--- src/rtl/lsu_if.sv ---
// lsu_if: core request/response and xbus signals grouped for the lsu.
// slave is the lsu view; master is the core + memory view.
interface lsu_if;
    logic        req_valid;
    logic        req_ready;
    logic        req_we;
    logic [1:0]  req_size;
    logic        req_unsigned;
    logic [31:0] req_addr;
    logic [31:0] req_wdata;
    logic        resp_valid;
    logic [31:0] resp_rdata;
    logic        resp_err;
    logic        xbus_cs;
    logic        xbus_we;
    logic [3:0]  xbus_be;
    logic [31:0] xbus_addr;
    logic [31:0] xbus_wdata;
    logic [31:0] xbus_rdata;
    modport slave (
        input  req_valid, req_we, req_size, req_unsigned, req_addr, req_wdata, xbus_rdata,
        output req_ready, resp_valid, resp_rdata, resp_err,
        output xbus_cs, xbus_we, xbus_be, xbus_addr, xbus_wdata
    );
    modport master (
        output req_valid, req_we, req_size, req_unsigned, req_addr, req_wdata, xbus_rdata,
        input  req_ready, resp_valid, resp_rdata, resp_err,
        input  xbus_cs, xbus_we, xbus_be, xbus_addr, xbus_wdata
    );
endinterface

--- src/rtl/lsu.sv ---
// lsu: load/store unit bridging core requests onto a word-addressed, byte-enabled xbus.
// Define LSU_MISALIGN_TRAP_EN to report misaligned half/word and reserved size as errors.
module lsu #(
    parameter int BUS_LAT = 1
) (
    input logic  clk,
    input logic  rst_n,
    lsu_if.slave bus
);
    typedef enum logic [1:0] {IDLE, RD_WAIT, WR_ACK} state_t;
    state_t      r_state, w_next;
    logic [2:0]  r_cnt, w_cnt;
    logic [1:0]  r_off, r_size;
    logic        r_uns, r_err;
    logic        w_acc, w_err, w_go, w_done;
    logic [3:0]  w_be;
    logic [7:0]  w_byte;
    logic [15:0] w_half;
    always_comb begin
        w_acc = bus.req_valid && (r_state == IDLE);
`ifdef LSU_MISALIGN_TRAP_EN
        w_err = (bus.req_size == 2'b11) || (bus.req_size == 2'b01 && bus.req_addr[0]) ||
                (bus.req_size == 2'b10 && bus.req_addr[1:0] != 2'b00);
`else
        w_err = 1'b0;
`endif
        w_go = w_acc && !w_err;
        w_be = (bus.req_size == 2'b00) ? 4'b0001 << bus.req_addr[1:0] :
               (bus.req_size == 2'b01) ? (bus.req_addr[1] ? 4'b1100 : 4'b0011) : 4'b1111;
        bus.req_ready  = (r_state == IDLE);
        bus.xbus_cs    = w_go;
        bus.xbus_we    = w_go && bus.req_we;
        bus.xbus_be    = w_go ? w_be : 4'b0000;
        bus.xbus_addr  = w_go ? {bus.req_addr[31:2], 2'b00} : 32'd0;
        bus.xbus_wdata = !w_go ? 32'd0 :
                         (bus.req_size == 2'b00) ? {4{bus.req_wdata[7:0]}} :
                         (bus.req_size == 2'b01) ? {2{bus.req_wdata[15:0]}} : bus.req_wdata;
        // Lane selection uses only the fields captured at accept time.
        w_done = (r_state == RD_WAIT) && (r_cnt == 3'(BUS_LAT));
        w_byte = bus.xbus_rdata[{r_off, 3'b000} +: 8];
        w_half = r_off[1] ? bus.xbus_rdata[31:16] : bus.xbus_rdata[15:0];
        bus.resp_valid = (r_state == WR_ACK) || w_done;
`ifdef LSU_MISALIGN_TRAP_EN
        bus.resp_err   = (r_state == WR_ACK) && r_err;
`else
        bus.resp_err   = 1'b0;
`endif
        bus.resp_rdata = !w_done ? 32'd0 :
                         (r_size == 2'b00) ? {{24{!r_uns && w_byte[7]}}, w_byte} :
                         (r_size == 2'b01) ? {{16{!r_uns && w_half[15]}}, w_half} : bus.xbus_rdata;
    end
    always_comb begin
        w_next = r_state;
        w_cnt  = r_cnt;
        case (r_state)
            IDLE: begin
                w_next = !w_acc ? IDLE : (w_err || bus.req_we) ? WR_ACK : RD_WAIT;
                w_cnt  = w_acc ? 3'd1 : 3'd0;
            end
            RD_WAIT: begin
                w_next = w_done ? IDLE : RD_WAIT;
                w_cnt  = w_done ? 3'd0 : r_cnt + 3'd1;
            end
            WR_ACK:  w_next = IDLE;
            default: w_next = IDLE;
        endcase
    end
    always_ff @(posedge clk or negedge rst_n) begin
        if (!rst_n) begin
            r_state <= IDLE;
            r_cnt   <= 3'd0;
            r_off   <= 2'd0;
            r_size  <= 2'd0;
            r_uns   <= 1'b0;
            r_err   <= 1'b0;
        end else begin
            r_state <= w_next;
            r_cnt   <= w_cnt;
            if (w_acc) begin
                r_off  <= bus.req_addr[1:0];
                r_size <= bus.req_size;
                r_uns  <= bus.req_unsigned;
                r_err  <= w_err;
            end
        end
    end
endmodule

--- src/flat_wrapper.sv ---
// flat-port wrapper written by rule: the top's interface ports become plain ports
module lsu_flat 
#(
    parameter int BUS_LAT = 1
)
  (clk, rst_n, bus_req_valid, bus_req_we, bus_req_size, bus_req_unsigned, bus_req_addr, bus_req_wdata, bus_xbus_rdata, bus_req_ready, bus_resp_valid, bus_resp_rdata, bus_resp_err, bus_xbus_cs, bus_xbus_we, bus_xbus_be, bus_xbus_addr, bus_xbus_wdata);
  lsu_if bus_i ();
  input logic clk;
  input logic rst_n;
  input wire logic [$bits(bus_i.req_valid)-1:0] bus_req_valid;
  input wire logic [$bits(bus_i.req_we)-1:0] bus_req_we;
  input wire logic [$bits(bus_i.req_size)-1:0] bus_req_size;
  input wire logic [$bits(bus_i.req_unsigned)-1:0] bus_req_unsigned;
  input wire logic [$bits(bus_i.req_addr)-1:0] bus_req_addr;
  input wire logic [$bits(bus_i.req_wdata)-1:0] bus_req_wdata;
  input wire logic [$bits(bus_i.xbus_rdata)-1:0] bus_xbus_rdata;
  output wire logic [$bits(bus_i.req_ready)-1:0] bus_req_ready;
  output wire logic [$bits(bus_i.resp_valid)-1:0] bus_resp_valid;
  output wire logic [$bits(bus_i.resp_rdata)-1:0] bus_resp_rdata;
  output wire logic [$bits(bus_i.resp_err)-1:0] bus_resp_err;
  output wire logic [$bits(bus_i.xbus_cs)-1:0] bus_xbus_cs;
  output wire logic [$bits(bus_i.xbus_we)-1:0] bus_xbus_we;
  output wire logic [$bits(bus_i.xbus_be)-1:0] bus_xbus_be;
  output wire logic [$bits(bus_i.xbus_addr)-1:0] bus_xbus_addr;
  output wire logic [$bits(bus_i.xbus_wdata)-1:0] bus_xbus_wdata;
  assign bus_i.req_valid = bus_req_valid;
  assign bus_i.req_we = bus_req_we;
  assign bus_i.req_size = bus_req_size;
  assign bus_i.req_unsigned = bus_req_unsigned;
  assign bus_i.req_addr = bus_req_addr;
  assign bus_i.req_wdata = bus_req_wdata;
  assign bus_i.xbus_rdata = bus_xbus_rdata;
  assign bus_req_ready = bus_i.req_ready;
  assign bus_resp_valid = bus_i.resp_valid;
  assign bus_resp_rdata = bus_i.resp_rdata;
  assign bus_resp_err = bus_i.resp_err;
  assign bus_xbus_cs = bus_i.xbus_cs;
  assign bus_xbus_we = bus_i.xbus_we;
  assign bus_xbus_be = bus_i.xbus_be;
  assign bus_xbus_addr = bus_i.xbus_addr;
  assign bus_xbus_wdata = bus_i.xbus_wdata;
  lsu #(.BUS_LAT(BUS_LAT)) u_core (.clk(clk), .rst_n(rst_n), .bus(bus_i));
endmodule
--- config.mk ---
export PLATFORM = sky130hd
export DESIGN_NAME = lsu_flat
export DESIGN_NICKNAME = d
export VERILOG_FILES = /design/src/rtl/lsu_if.sv /design/src/rtl/lsu.sv /design/src/flat_wrapper.sv
export SDC_FILE = /design/constraint.sdc
export NUM_CORES = 1
export LEC_CHECK = 0
export BUFFER_PORTS_ARGS = -buffer_cell sky130_fd_sc_hd__buf_2
export CAP_MARGIN = 25
export CORE_AREA = 5 5 92 77
export CTS_BUF_LIST = sky130_fd_sc_hd__clkbuf_8 sky130_fd_sc_hd__clkbuf_16
export DETAILED_ROUTE_END_ITERATION = 10
export DIE_AREA = 0 0 97 82
export GPL_ROUTABILITY_DRIVEN = 0
export PLACE_DENSITY = 0.84
export SETUP_SLACK_MARGIN = 0.3
export SYNTH_ARGS = -nofsm -noshare
export SYNTH_HDL_FRONTEND = slang
export SYNTH_SLANG_ARGS = --single-unit
--- constraint.sdc ---
create_clock -name clk -period 4.7 [get_ports clk]
set_input_delay 0.47 -clock clk [delete_from_list [all_inputs] [get_ports clk]]
set_output_delay 0.47 -clock clk [all_outputs]
set_load 0.1 [all_outputs]
==> results of run 1 <==
-- kinds of logic (layout without fill, tap and decap cells) --
group / after synthesis / after routing / synth area share
flip-flops: 10 / 10 / 0.104
AND/OR/NAND/NOR: 109 / 109 / 0.235
adder cells (fa/ha/maj): 2 / 2 / 0.0104
multiplexers: 30 / 30 / 0.167
other: 1 / 3 / 0.00156
buffers and inverters: 64 / 237 / 0.130
AO/OA/AOI/OAI: 94 / 94 / 0.352
-- registers in the layout, summed over array words and instances (netlist names) --
register	cells
u_core.r_cnt	3
u_core.r_off	2
u_core.r_size	2
u_core.r_state	2
u_core.r_uns	1
-- metrics by stage --
step	total power, mW	hold slack, ns
detailed placement	2.09	0.351
CTS	2.18	0.102
floorplan	1.86	0.174
finish	2.22	0.0943
global placement	2.05	0.346
global route	2.31	0.105
-- path summary, 6_finish.rpt --
path,to
worst max-delay path,bus_resp_rdata[20]
worst min-delay path,u_core.r_cnt[2]$_DFFE_PN0P_
worst max register to register,u_core.r_uns$_DFFE_PN0N_
worst min register to register,u_core.r_cnt[1]$_DFFE_PN0P_
max in group asynchronous,u_core.r_off[1]$_DFFE_PN0N_
min in group clk,u_core.r_uns$_DFFE_PN0N_
-- cells in the mapped netlist (all sizes together) --
| cell | n | area share |
|---|---|---|
| and3 | 40 | 0.10 |
| o211a | 1 | 0.0073 |
| a22o | 1 | 0.0073 |
| mux2i | 11 | 0.046 |
| mux4 | 7 | 0.065 |
| nand2 | 27 | 0.042 |
| o21ai | 20 | 0.042 |
| nand3b | 2 | 0.0062 |
| a2111oi | 23 | 0.17 |
| o31ai | 1 | 0.0088 |
| a221oi | 1 | 0.0036 |
| dfrtp | 10 | 0.10 |
| conb | 1 | 0.0016 |
| and4bb | 1 | 0.0052 |
| a22oi | 1 | 0.0031 |
| a211oi | 7 | 0.022 |
| nor3b | 1 | 0.0031 |
| a21o | 1 | 0.0031 |
| nor4b | 1 | 0.0036 |
| mux2 | 12 | 0.056 |
| nor3 | 9 | 0.019 |
| nand2b | 4 | 0.010 |
| a21oi | 24 | 0.050 |
| nor2 | 22 | 0.034 |
| nor4 | 1 | 0.0052 |
| inv | 25 | 0.039 |
| nor2b | 1 | 0.0026 |
| clkbuf | 17 | 0.026 |
| buf | 22 | 0.065 |
| ha | 2 | 0.010 |
| o22ai | 14 | 0.036 |
-- metal layers --
metal | global-route usage | part of all wire | vias to the layer above
met5 | 0 | 0 | -
met4 | 0.0421 | 0.019 | 0
met3 | 0.0424 | 0.058 | 21
met2 | 0.404 | 0.51 | 125
met1 | 0.272 | 0.41 | 1453
li1 | - | - | 1494
-- worst max-delay path, cell delays in order, from the launching register on --
cell and delay (ns):
dfrtp_1 0.96, mux2i_1 0.27, a22o_4 0.44, a2111oi_2 0.41, buf_2 0.49
-- cell type report --
type / instances / area share
sequential: 10 / 0.0727
multi-input combinational: 238 / 0.539
inverter: 25 / 0.0273
tap: 84 / 0.0305
timing repair buffer: 209 / 0.319
clock buffer: 3 / 0.0120
-- power by group through the flow --
stage	clock, mW	combinational [mW]	sequential (mW)
finish	0.0868	1.92	0.207
global route	0.0948	2.00	0.217
CTS	0.0890	1.86	0.234
detailed placement	0	1.86	0.236
global placement	0	1.83	0.228
floorplan	0	1.73	0.131
==> qor.csv, run 1 <==
stage,metric,value,unit
setup_path,start_kind,flop,
timing,rsz0062_at_grt,no,
pwr,irDropWorstVdd,0.473,mV
timing,max_freq,304,MHz
yosys,syn_inst,310,
setup_path,critical_path_class,flop to output port,
drt,first_pass_iters,4,
final_layout,multi_input_area,0.00185,mm^2
worst_hold_path,hold_path_class,input port to async pin,
clocking,postCtsHoldBufs,0,
pwr,p_sw,1.65,mW
final_layout,layout_commonest_cell,buf_2,
setup_path,cp_max_fo,27,
final_layout,fin_area,0.00344,mm^2
pwr,power.internal,0.567,mW
setup_path,startpoint,u_core.r_off[1]$_DFFE_PN0N_,
clocking,cts_root_buf,clkbuf_8,
timing,finalSetupTns,0,ns
clocking,clk_path_buf_depth,2,
grt,antenna_found_initial,0,
timing,skew,0.00134,ns
setup_path,rr_worst_depth,6,
final_layout,final_util,0.560,
clocking,cts_tree,done,
floorplan,start_util,0.392,
setup_path,r2r_start,u_core.r_state[1]$_DFF_PN0_,
setup_path,worst-r2r-setup-slack,2.74,ns
grt,grt_start_max_net_pins,44,
final_layout,final_cell_mix,"buf_2, and3_1, nand2_1, inv_1, a21oi_1",
timing,slew_viol_final,0,
final_layout,diodes,0,
final_layout,drive_above_1_share,0.534,
floorplan,ios,208,
place,dpl-instance-area,0.00335,mm^2
clocking,clk_pin_slew,0.05,ns
final_layout,final_cells,569,
drt,num_vias,3093,
pwr,swShare,0.744,
grt,grt_pass1_wl,14.5,mm
timing,finalSetupViolCount,0,
final_layout,fillers,614,
pwr,comb_power_share,0.867,
place,port_buffers,204,
place,dp_hpwl,7.73,mm
timing,period_minus_slack,3.29,ns
final_layout,regArea,250,um^2
floorplan,rows,26,
drt,routedWlPerCell,17.2,um
yosys,synth_area,0.00241,mm^2
pwr,power.density,644,mW/mm^2
floorplan,die-area,0.00795,mm^2
grt,track_usage,0.220,
yosys,synth_seq_cells,10,
timing,hold_violations,0,
drt,antenna_left,0,
timing,worst_slew_pin_slew,0.955,ns
drt,drt_iter0_drc,127,
floorplan,chipHeight,82,um
pwr,seqPwrFrac,0.094,
grt,grt_overflow,0,
setup_path,critPathCaptureType,output port,
timing,setup_ws,1.41,ns
clocking,cts.repair.resized,0,
clocking,cts_setup_buffers,0,
status,status,"complete, no violations",
floorplan,core_area,0.00615,mm^2
place,place_ws,1.60,ns
yosys,synth_seq_area_share,0.104,
yosys,yosysWarnings,0,
setup_path,cp.arrival,2.82,ns
drt,wirelength,9.76,mm
yosys,avgSynthCellArea,7.78,um^2
yosys,ys_types,36,
clocking,cts_sinks,10,
final_layout,fin_nets,592,
drt,routed_via_density,5.44,
grt,first_global_vias,2781,
timing,fin_crit_sh,0.700,
floorplan,fp.dieW,97,um
flow_run,drv.max_cap_violation_count,0,
pwr,power_frac_clock,0.039,
setup_path,crit_required,4.23,ns
pwr,p_leak,1.90,nW
timing,relSlewSlack,0.363,
clocking,numCtsBuffers,3,
final_layout,syn_to_final_growth,42.8,%
clocking,clkLatencyLatePin,0.23,ns
drt,route.detailed.drc,0,
clocking,cts_htree_levels,1,
place,post-place-cells,564,
Note: power is estimated with default switching activity, not from simulation.
==> run 2: changes to the inputs <==
--- a/config.mk
+++ b/config.mk
@@ -5,14 +5,15 @@
 export SDC_FILE = /design/constraint.sdc
 export NUM_CORES = 1
 export LEC_CHECK = 0
+export ABC_AREA = 1
 export BUFFER_PORTS_ARGS = -buffer_cell sky130_fd_sc_hd__buf_2
 export CAP_MARGIN = 25
-export CORE_AREA = 5 5 92 77
+export CORE_AREA = 5 5 98 82
 export CTS_BUF_LIST = sky130_fd_sc_hd__clkbuf_8 sky130_fd_sc_hd__clkbuf_16
 export DETAILED_ROUTE_END_ITERATION = 10
-export DIE_AREA = 0 0 97 82
+export DIE_AREA = 0 0 103 87
 export GPL_ROUTABILITY_DRIVEN = 0
-export PLACE_DENSITY = 0.84
+export PLACE_DENSITY = 0.78
 export SETUP_SLACK_MARGIN = 0.3
 export SYNTH_ARGS = -nofsm -noshare
 export SYNTH_HDL_FRONTEND = slang
==> constraint.sdc (replaced) <==
create_clock -name clk -period 2.8 [get_ports clk]
set_input_delay 0.28 -clock clk [delete_from_list [all_inputs] [get_ports clk]]
set_output_delay 0.28 -clock clk [all_outputs]
set_load 0.1 [all_outputs]
==> qor.csv, run 2 <==
stage,metric,value,unit,change
final_layout,fin_area,0.00426,mm^2,was 0.00344 mm^2
yosys,synth_seq_area_share,0.103,,was 0.104
yosys,yosysWarnings,0,,unchanged
timing,slew_viol_final,0,,unchanged
timing,max_freq,417,MHz,
clocking,cts_tree,done,,unchanged
final_layout,fin_nets,771,,was 592
status,status,"complete, no violations",,unchanged
floorplan,core_area,0.00708,mm^2,was 0.00615 mm^2
place,place_ws,0.631,ns,was 1.60 ns
place,port_buffers,204,,unchanged
grt,track_usage,0.214,,was 0.220
grt,grt_pass1_wl,15.7,mm,was 14.5 mm
final_layout,layout_commonest_cell,buf_2,,unchanged
yosys,syn_inst,473,,was 310
drt,routedWlPerCell,13.6,um,was 17.2 um
yosys,synth_area,0.00243,mm^2,was 0.00241 mm^2
timing,fin_crit_sh,0.856,,
floorplan,fp.dieW,103,um,was 97 um
timing,holdWs,0.250,ns,was 0.0943 ns
drt,num_vias,3585,,"was 3,093"
yosys,synth_area_leaders,"nand2_1, inv_1, nor2_1, dfrtp_1, nand3_1",,"was a2111oi_2, and3_1, dfrtp_1, mux4_2, a2111oi_4"
yosys,synth_top_cell_area_share,0.203,,was 0.112
yosys,yosysTopAreaCell,nand2_1,,was a2111oi_2
setup_path,crit_required,2.52,ns,was 4.23 ns
worst_hold_path,hold_path_class,input port to flop,,was input port to async pin
grt,antenna_found_initial,0,,unchanged
setup_path,worst_path_max_delay_cell,dfrtp_1,,unchanged
final_layout,largest_register_ffs,3,,unchanged
final_layout,diodes,0,,unchanged
pwr,irDropWorstVdd,0.707,mV,was 0.473 mV
drt,drt_iter0_drc,121,,was 127
drt,wirelength,10.3,mm,was 9.76 mm
setup_path,cp_max_fo,16,,was 27
drt,antenna_left,0,,unchanged
floorplan,start_util,0.343,,was 0.392
drt,first_pass_iters,4,,unchanged
yosys,ys_types,28,,was 36
yosys,synth_flop_cell,dfrtp_1,,unchanged
final_layout,drive_above_1_share,0.516,,was 0.534
setup_path,critical_path_class,flop to output port,,unchanged
timing,finalSetupTns,0,ns,unchanged
timing,finalSetupViolCount,0,,unchanged
timing,period_minus_slack,2.40,ns,
grt,grt_start_max_net_pins,37,,was 44
place,dpl-instance-area,0.00413,mm^2,was 0.00335 mm^2
timing,setup_ws,0.402,ns,was 1.41 ns
floorplan,die-area,0.00896,mm^2,was 0.00795 mm^2
final_layout,syn_to_final_growth,75.5,%,was 42.8%
yosys,synth_common_cells,"nand2_1, inv_1, nor2_1",,"was and3_1, nand2_1, a21oi_1, inv_1, nor2_1"
worst_hold_path,hold_path_depth,2,,
grt,grt_overflow,0,,unchanged
clocking,clkLatencyLatePin,0.24,ns,was 0.23 ns
drt,route.detailed.drc,0,,unchanged
clocking,cts_htree_levels,1,,unchanged
flow_run,drv.max_cap_violation_count,0,,unchanged
clocking,cts_root_buf,clkbuf_8,,unchanged
setup_path,critPathCaptureType,output port,,unchanged
yosys,avgSynthCellArea,5.13,um^2,was 7.78 um^2
final_layout,final_cell_mix,"buf_2, nand2_1, inv_1, nor2_4, nand3_1",,"was buf_2, and3_1, nand2_1, inv_1, a21oi_1"
yosys,synth_most_common_cell,nand2_1,,was and3_1
grt,first_global_vias,3430,,"was 2,781"
timing,relSlewSlack,0.650,,was 0.363
setup_path,rr_worst_depth,5,,was 6
pwr,power.density,1120,mW/mm^2,was 644 mW/mm^2
clocking,numCtsBuffers,3,,unchanged
timing,hold_violations,0,,unchanged
setup_path,cpPeakStageDelay,0.42,ns,was 0.96 ns
timing,skew,0.00218,ns,was 0.00134 ns
place,dp_hpwl,8.59,mm,was 7.73 mm
clocking,cts_setup_buffers,0,,unchanged
setup_path,cp.arrival,2.12,ns,was 2.82 ns
clocking,cts_sinks,10,,unchanged
floorplan,ios,208,,unchanged
yosys,synth-edff-count,0,,unchanged
clocking,clk_path_buf_depth,2,,unchanged
floorplan,chipHeight,87,um,was 82 um
timing,rsz0062_at_grt,no,,unchanged
clocking,clk_pin_slew,0.05,ns,about the same
pwr,p_leak,2.46,nW,was 1.90 nW
setup_path,cp_cell_sequence,"nor2_4, nand2_4, clkinv_1, buf_12, nand3_1, nand2_8, buf_2",,"was mux2i_1, a22o_4, a2111oi_2, buf_2"
timing,worst_slew_pin_slew,0.529,ns,was 0.955 ns
setup_path,start_kind,flop,,unchanged
yosys,async_flop_share,1.00,,unchanged
yosys,synth_seq_cells,10,,unchanged
pwr,power.total,4.75,mW,was 2.22 mW
final_layout,largest-register,u_core.r_cnt,,unchanged
floorplan,rows,28,,was 26
drt,routed_via_density,4.75,,was 5.44
[run 2: cell types whose count changed in the layout (fill, tap and decap cells not counted), moves of 28 or more]
cell,previous run,this run
and3_1,40,0
inv_1,24,91
nand2_1,27,116
nand3_1,0,36
nor2_2,0,28
nor2_4,0,44
[run 2: cell families (layout without fill, tap and decap cells)]
family | Yosys count | in the layout | synth area share
and+or+nand+nor | 269 | 269 | 0.479
buffers and inverters | 132 | 322 | 0.231
AOI/OAI and AO/OA | 58 | 58 | 0.171
DFF | 10 | 10 | 0.103
adders and majority gates | 2 | 2 | 0.0103
other | 1 | 3 | 0.00154
xor gates and xnor gates | 1 | 1 | 0.00361
[run 2: final timing paths]
kind / start / slack (ns) / to
setup reg to reg: u_core.r_state[1]$_DFF_PN0_ / 1.36 / u_core.r_off[1]$_DFFE_PN0N_
hold reg to reg: u_core.r_cnt[0]$_DFFE_PN0P_ / 0.54 / u_core.r_cnt[0]$_DFFE_PN0P_
setup / recovery: u_core.r_state[1]$_DFF_PN0_ / 0.40 / bus_xbus_wdata[22]
min in group asynchronous: rst_n / 0.44 / u_core.r_cnt[1]$_DFFE_PN0P_
max in group asynchronous: rst_n / 2.16 / u_core.r_off[0]$_DFFE_PN0N_
hold / removal: bus_req_we / 0.25 / u_core.r_state[0]$_DFF_PN0_
[run 2: timing repair]
action,4_1_cts,5_1_grt
hold buffers,1,0
setup endpoints to repair,0,26
resized for setup,0,26
hold endpoints to repair,10,0
[run 2: area by class of cell]
class | instances | area [um^2]
Fill cell | 690 | 2820
Multi-Input combinational cell | 333 | 2230
Timing Repair Buffer | 214 | 1190
Inverter | 104 | 420
Sequential cell | 10 | 250
Tap cell | 90 | 113
Clock buffer | 4 | 55.1
[run 2: per-stage QoR]
stage / utilization / cells
after floorplan: - / 475
after global placement: 0.583 / 750
after detailed placement: 0.583 / 750
after CTS: 0.593 / 755
after global routing: 0.602 / 755
final: 0.602 / 755
[run 2: power breakdown]
group | switching (mW) | leakage (nW) | internal, mW | total (mW)
clock network | 0.0571 | 0.0288 | 0.124 | 0.181
registers | 0.0760 | 0.127 | 0.201 | 0.277
logic | 3.43 | 2.30 | 0.869 | 4.29
total | 3.56 | 2.46 | 1.19 | 4.75
[run 2: worst max-delay path: cells and delay by family (launching register included)]
family	cells	cell delay, ns
flip-flops	1	0.42
buffers and inverters	3	0.84
AND/OR/NAND/NOR	4	0.61
[run 2: metal layers]
metal	vias up	share of wire	track usage
met2	157	0.51	0.384
met5	-	0	0
li1	1810	-	-
met3	21	0.081	0.0352
met1	1597	0.38	0.260
met4	0	0.027	0.0612
